<file path="config.mk">
export PLATFORM = sky130hd
export DESIGN_NAME = grain_keystream_ctrl
export DESIGN_NICKNAME = d
export VERILOG_FILES = /design/src/rtl/grain_keystream_ctrl.sv
export SDC_FILE = /design/constraint.sdc
export NUM_CORES = 1
export LEC_CHECK = 0
export BUFFER_PORTS_ARGS = -buffer_cell sky130_fd_sc_hd__buf_2
export CAP_MARGIN = 20
export CORE_MARGIN = 8
export CORE_UTILIZATION = 52
export DETAILED_ROUTE_END_ITERATION = 12
export GPL_ROUTABILITY_DRIVEN = 0
export PLACE_DENSITY = 0.92
export SYNTH_ARGS = -nofsm -noshare
export SYNTH_HDL_FRONTEND = slang
export SYNTH_SLANG_ARGS = --single-unit
</file>
<file path="constraint.sdc">
create_clock -name Clk -period 4.15 [get_ports Clk]
set_clock_uncertainty 0.1 [all_clocks]
set_input_delay 0 -clock Clk [delete_from_list [all_inputs] [get_ports Clk]]
set_output_delay 0 -clock Clk [all_outputs]
set_load 0.005 [all_outputs]
</file>
<file path="src/rtl/grain_keystream_ctrl.sv">
// Grain keystream sequencer: seed load, warm-up discard, MSB-first byte packing on a valid/ready stream.
// Optional bit/pair statistics counters are built only when GRAIN_KS_STATS_EN is defined.
module grain_keystream_ctrl #(
   parameter int WARMUP = 160
) (
   input  logic        Clk,
   input  logic        reset,
   input  logic        start,
   input  logic [79:0] seed_l,
   input  logic [23:0] seed_n,
   input  logic [7:0]  len,
   output logic        g_par_load,
   output logic        g_shift_en,
   output logic [79:0] g_seed_l,
   output logic [23:0] g_seed_n,
   input  logic        g_bit,
   output logic [7:0]  out_data,
   output logic        out_valid,
   input  logic        out_ready,
   output logic        busy,
   output logic        done
`ifdef GRAIN_KS_STATS_EN
   ,
   output logic [15:0] stat_cnt0,
   output logic [15:0] stat_cnt1,
   output logic [15:0] stat_cnt00,
   output logic [15:0] stat_cnt01,
   output logic [15:0] stat_cnt10,
   output logic [15:0] stat_cnt11
`endif
);

   localparam int         DATA_W    = 8;
   localparam logic [9:0] WARM_LAST = 10'(WARMUP - 1);

   typedef enum logic [2:0] {
      S_IDLE,
      S_LOAD,
      S_WARM,
      S_RUN,
      S_DRAIN,
      S_DONE
   } state_t;

   state_t              r_state;
   logic [9:0]          r_warm_cnt;
   logic [2:0]          r_bit_cnt;
   logic [DATA_W-2:0]   r_sr;
   logic [7:0]          r_len;
   logic [7:0]          r_byte_cnt;
   logic                r_par_load;
   logic                r_valid;
   logic                r_busy;
   logic                r_done;
   logic [DATA_W-1:0]   r_data;
   logic [79:0]         r_seed_l;
   logic [23:0]         r_seed_n;

   logic w_accept;
   logic w_hs;
   logic w_stall;
   logic w_cap;
   logic w_byte_done;
   logic w_last_byte;

   assign w_accept    = (r_state == S_IDLE) && start;
   assign w_hs        = r_valid && out_ready;
   // Bit 7 may only be captured once the output slot is free (or frees on this very edge).
   assign w_stall     = (r_state == S_RUN) && (r_bit_cnt == 3'd7) && r_valid && !out_ready;
   assign w_cap       = (r_state == S_RUN) && !w_stall;
   assign w_byte_done = w_cap && (r_bit_cnt == 3'd7);
   assign w_last_byte = ((r_byte_cnt + 8'd1) == r_len);

   assign g_par_load = r_par_load;
   assign g_shift_en = (r_state == S_WARM) || w_cap;
   assign g_seed_l   = r_seed_l;
   assign g_seed_n   = r_seed_n;
   assign out_data   = r_data;
   assign out_valid  = r_valid;
   assign busy       = r_busy;
   assign done       = r_done;

   always_ff @(posedge Clk) begin
      if (reset) begin
         r_state    <= S_IDLE;
         r_warm_cnt <= '0;
         r_bit_cnt  <= '0;
         r_sr       <= '0;
         r_len      <= '0;
         r_byte_cnt <= '0;
         r_par_load <= 1'b0;
         r_valid    <= 1'b0;
         r_busy     <= 1'b0;
         r_done     <= 1'b0;
         r_data     <= '0;
         r_seed_l   <= '0;
         r_seed_n   <= '0;
      end else begin
         case (r_state)
            S_IDLE: begin
               if (w_accept) begin
                  r_seed_l   <= seed_l;
                  r_seed_n   <= seed_n;
                  r_len      <= len;
                  r_byte_cnt <= '0;
                  r_bit_cnt  <= '0;
                  r_warm_cnt <= '0;
                  r_par_load <= 1'b1;
                  r_busy     <= 1'b1;
                  r_state    <= S_LOAD;
               end
            end
            S_LOAD: begin
               r_par_load <= 1'b0;
               r_state    <= S_WARM;
            end
            S_WARM: begin
               if (r_warm_cnt == WARM_LAST) begin
                  if (r_len == 8'd0) begin
                     r_done  <= 1'b1;
                     r_state <= S_DONE;
                  end else begin
                     r_state <= S_RUN;
                  end
               end else begin
                  r_warm_cnt <= r_warm_cnt + 10'd1;
               end
            end
            S_RUN: begin
               if (w_cap) begin
                  r_sr      <= {r_sr[DATA_W-3:0], g_bit};
                  r_bit_cnt <= r_bit_cnt + 3'd1;
               end
               // A new byte overwrites the slot even when the old one is accepted on this edge.
               if (w_byte_done) begin
                  r_data     <= {r_sr, g_bit};
                  r_valid    <= 1'b1;
                  r_byte_cnt <= r_byte_cnt + 8'd1;
                  if (w_last_byte) begin
                     r_state <= S_DRAIN;
                  end
               end else if (w_hs) begin
                  r_valid <= 1'b0;
               end
            end
            S_DRAIN: begin
               if (w_hs) begin
                  r_valid <= 1'b0;
                  r_done  <= 1'b1;
                  r_state <= S_DONE;
               end
            end
            S_DONE: begin
               r_done  <= 1'b0;
               r_busy  <= 1'b0;
               r_state <= S_IDLE;
            end
            default: begin
               r_state <= S_IDLE;
            end
         endcase
      end
   end

`ifdef GRAIN_KS_STATS_EN
   function automatic logic [15:0] sat_inc(input logic [15:0] v);
      return (v == 16'hFFFF) ? v : v + 16'd1;
   endfunction

   logic [15:0] r_cnt0;
   logic [15:0] r_cnt1;
   logic [15:0] r_cnt00;
   logic [15:0] r_cnt01;
   logic [15:0] r_cnt10;
   logic [15:0] r_cnt11;
   logic        r_prev;
   logic        r_have_prev;

   always_ff @(posedge Clk) begin
      if (reset || w_accept) begin
         r_cnt0      <= '0;
         r_cnt1      <= '0;
         r_cnt00     <= '0;
         r_cnt01     <= '0;
         r_cnt10     <= '0;
         r_cnt11     <= '0;
         r_prev      <= 1'b0;
         r_have_prev <= 1'b0;
      end else if (w_cap) begin
         if (g_bit) r_cnt1 <= sat_inc(r_cnt1);
         else       r_cnt0 <= sat_inc(r_cnt0);
         // The first capture of a session has no predecessor and forms no pair.
         if (r_have_prev) begin
            case ({r_prev, g_bit})
               2'b00:   r_cnt00 <= sat_inc(r_cnt00);
               2'b01:   r_cnt01 <= sat_inc(r_cnt01);
               2'b10:   r_cnt10 <= sat_inc(r_cnt10);
               default: r_cnt11 <= sat_inc(r_cnt11);
            endcase
         end
         r_prev      <= g_bit;
         r_have_prev <= 1'b1;
      end
   end

   assign stat_cnt0  = r_cnt0;
   assign stat_cnt1  = r_cnt1;
   assign stat_cnt00 = r_cnt00;
   assign stat_cnt01 = r_cnt01;
   assign stat_cnt10 = r_cnt10;
   assign stat_cnt11 = r_cnt11;
`endif

endmodule
</file>
==> metrics.csv <==
stage,metric,value,unit
clocking,clock_sinks,155,
critical_path,cp.arrival,2.93,ns
routing,drc,0,
routing,highest_layer,met4,
finish,mostFrequentLayoutCells,"nand2_1, buf_2, dfxtp_1",
routing,drtIter0Drc,611,
power,power,0.00376,W
synth,syn_area,6080,µm²
timing,setup_viol,0,
finish,final_nets,1197,
critical_path,crit_chain,nor3b_1 > nand2b_4 > buf_4 > nand2_1 > nand3_1 > a21oi_1,
critical_path,critPathMaxStageDelay,0.62,ns
critical_path,r2r_slack,1.47,ns
finish,layout_commonest_cell,nand2_1,
global_route,antenna_found_initial,3,
power,irDropWorstVdd,0.000354,V
critical_path,r2r.worst_path.cells,6,
placement,dp_hpwl,11.2,mm
synth,yosysWarnings,0,
clocking,post_cts_resized,0,
clocking,clockRootBuffer,clkbuf_16,
critical_path,required,4.40,ns
critical_path,start_kind,flip-flop,
clocking,clock_path_buffers,2,
global_route,grt_pass1_wl,32.9,mm
power,powerDensity,417,nW/µm²
routing,antenna_left,0,
synth,ys_seq_elements,155,
timing,worst_pin_slew,0.936,ns
critical_path,cpMaxStageDelayCell,nand2b_4,
finish,area_growth,48.5,%
synth,ys.flop_type,dfxtp_1,
power,leakagePower,3.97,nW
routing,wl_met3,1.82,mm
synth,ys_seq_area_frac,0.511,
synth,async_reset_ff_frac,0,
placement,port_buffers,233,
min_path,hold_class,input port to flip-flop,
finish,drive_gt1_frac,0.256,
critical_path,path_buf_inv,1,
finish,post-route-util,0.790,
critical_path,cp-startpoint,r_state[1]$_SDFFE_PP0P_,
clocking,cts_tree,yes,
critical_path,crit_cells,6,
clocking,htree_levels,4,
global_route,grt_max_degree,84,
critical_path,worst-setup-path-type,flip-flop to flip-flop,
placement,post-place-cells,1085,
timing,period_share,0.646,
timing,slew-limit-headroom,0.376,
synth,synth_area_per_cell,8.03,µm²
synth,syn_nets,878,
clocking,clk_pin_slew,0.06,ns
routing,first_pass_iters,7,
clocking,clk_latency,0.42,ns
min_path,hp-start,reset,
floorplanning,fp.dieArea,15400,µm²
floorplanning,ios,234,
finish,fillCellCount,659,
floorplanning,start_util,0.532,
critical_path,r2r-end,r_byte_cnt[1]$_SDFFE_PP0P_,
critical_path,crit_family,simple AND/OR/NAND/NOR gates,
global_route,grt_pass1_vias,6801,
timing,hold_viol,0,
routing,wl_met2,10.9,mm
critical_path,endpoint,r_byte_cnt[1]$_SDFFE_PP0P_,
synth,synth_cell_type_count,50,
timing,setup_tns,0,ns
floorplanning,coreArea,11400,µm²
floorplanning,rows,39,
routing,routedWlPerCell,17.3,µm
global_route,grtUsageTotal,0.271,
timing,rsz0062_at_grt,no,
routing,vias_per_cell,5.41,
flow_run,timing.max_cap.violations,0,
outcome,status,completed,
clocking,cts_inserted_buffers,17,
routing,routed-via-count,6709,
timing,min_period,2.68,ns
critical_path,reg2reg_from,r_state[1]$_SDFFE_PP0P_,
timing,slew_viol_final,0,
timing,fmax,0.373,GHz
finish,layout.cells.non_filler,1240,
synth,synth_edf_count,0,
floorplanning,die_height,124,µm
critical_path,end_kind,flip-flop,
global_route,grt_overflow,0,
routing,met1_length,7.77,mm
routing,routed_wl,21.4,mm
synth,syn_inst,757,
critical_path,crit_fanout,83,
floorplanning,die_w,124,µm
-- cells by family (layout without fill, tap and decap cells) --
kind of cell,after synthesis,after routing,share of synthesized area
other cells,0,8,0
flops,155,155,0.511
compound gates,177,177,0.169
buf+inv,58,390,0.0402
xor+xnor,15,15,0.0216
fa+ha+maj,4,4,0.00824
mux,9,9,0.0148
simple gates,339,339,0.236
-- synth_stat cells, types with 2 or more instances --
cell / count / area share
a211oi_2: 2 / 0.0041
o22ai_1: 3 / 0.0031
and3_1: 2 / 0.0021
o21a_1: 2 / 0.0025
nor4_1: 4 / 0.0041
a22oi_1: 2 / 0.0025
xnor2_1: 13 / 0.019
clkbuf_1: 40 / 0.025
a21oi_1: 136 / 0.11
buf_4: 2 / 0.0025
or3_1: 2 / 0.0021
or4_1: 2 / 0.0025
a2111oi_4: 2 / 0.0091
nand3_1: 7 / 0.0058
ha_1: 4 / 0.0082
a31oi_1: 2 / 0.0021
inv_1: 6 / 0.0037
nand3b_1: 5 / 0.0062
mux2i_1: 9 / 0.015
nand2b_1: 5 / 0.0051
nor2b_1: 4 / 0.0041
o2111ai_1: 2 / 0.0029
a41oi_1: 2 / 0.0029
nand4_1: 2 / 0.0021
a211oi_1: 4 / 0.0049
dfxtp_1: 155 / 0.51
nor3b_1: 2 / 0.0025
nor2_1: 40 / 0.025
xor2_1: 2 / 0.0029
buf_2: 9 / 0.0074
o21ai_0: 9 / 0.0074
and3b_1: 2 / 0.0029
a21boi_0: 2 / 0.0025
nand2_1: 254 / 0.16
and2_1: 3 / 0.0031
-- per-stage QoR --
stage	setup slack (ns)	hold WS, ns	area, µm²
final	1.47	0.0360	9020
after global routing	1.21	0.0607	9010
after CTS	1.45	0.0333	9000
after detailed placement	1.49	0.145	7250
after global placement	1.52	0.140	7250
after floorplan	2.14	0.0360	6080
-- worst min-delay path by stage --
| stage | to | depth (start not counted) |
|---|---|---|
| floorplan | g_seed_l[0]$_SDFFE_PP0P_ | 2 |
| global placement | g_seed_l[50]$_SDFFE_PP0P_ | 3 |
| detailed placement | g_seed_l[28]$_SDFFE_PP0P_ | 3 |
| CTS | r_sr[3]$_SDFFE_PP0P_ | 2 |
| global route | r_sr[3]$_SDFFE_PP0P_ | 2 |
| finish | r_sr[1]$_SDFFE_PP0P_ | 2 |
-- layer usage --
metal  up-vias  global-route usage
met5         -                   0
met4         0               0.181
met3        79              0.0947
met2       333               0.466
met1      3126               0.272
li1       3171                   -
-- layout make-up --
cell class,count,area [µm²],share of cell area
Antenna cell,8,20.0,0.00222
Clock buffer,20,457,0.0506
Clock inverter,12,145,0.0161
Inverter,6,22.5,0.00250
Multi-Input combinational cell,544,2740,0.304
Sequential cell,155,3100,0.344
Tap cell,143,179,0.0198
Timing Repair Buffer,352,2350,0.261
-- where the power goes --
| part | switching, W | total, W | internal, W | leakage [nW] |
|---|---|---|---|---|
| sequential | 0.0000570 | 0.00163 | 0.00158 | 1.27 |
| combinational | 0.000294 | 0.000537 | 0.000243 | 2.41 |
| clock | 0.000618 | 0.00159 | 0.000973 | 0.300 |
-- what timing repair did --
item | 4_1_cts | 5_1_grt
hold buffers | 115 | 0
setup buffers | 0 | 0
hold endpoints to repair | 117 | 0
-- state kept, by name, indices dropped and copies added, names as in the netlist --
| name | flops |
|---|---|
| g_seed_l | 80 |
| g_seed_n | 24 |
| r_warm_cnt | 10 |
| out_data | 8 |
| r_byte_cnt | 8 |
| r_len | 8 |
| r_sr | 7 |
| r_bit_cnt | 3 |
| r_state | 3 |
| busy | 1 |
| done | 1 |
| g_par_load | 1 |
| out_valid | 1 |
No activity file was read; power rests on OpenSTA's default activity.
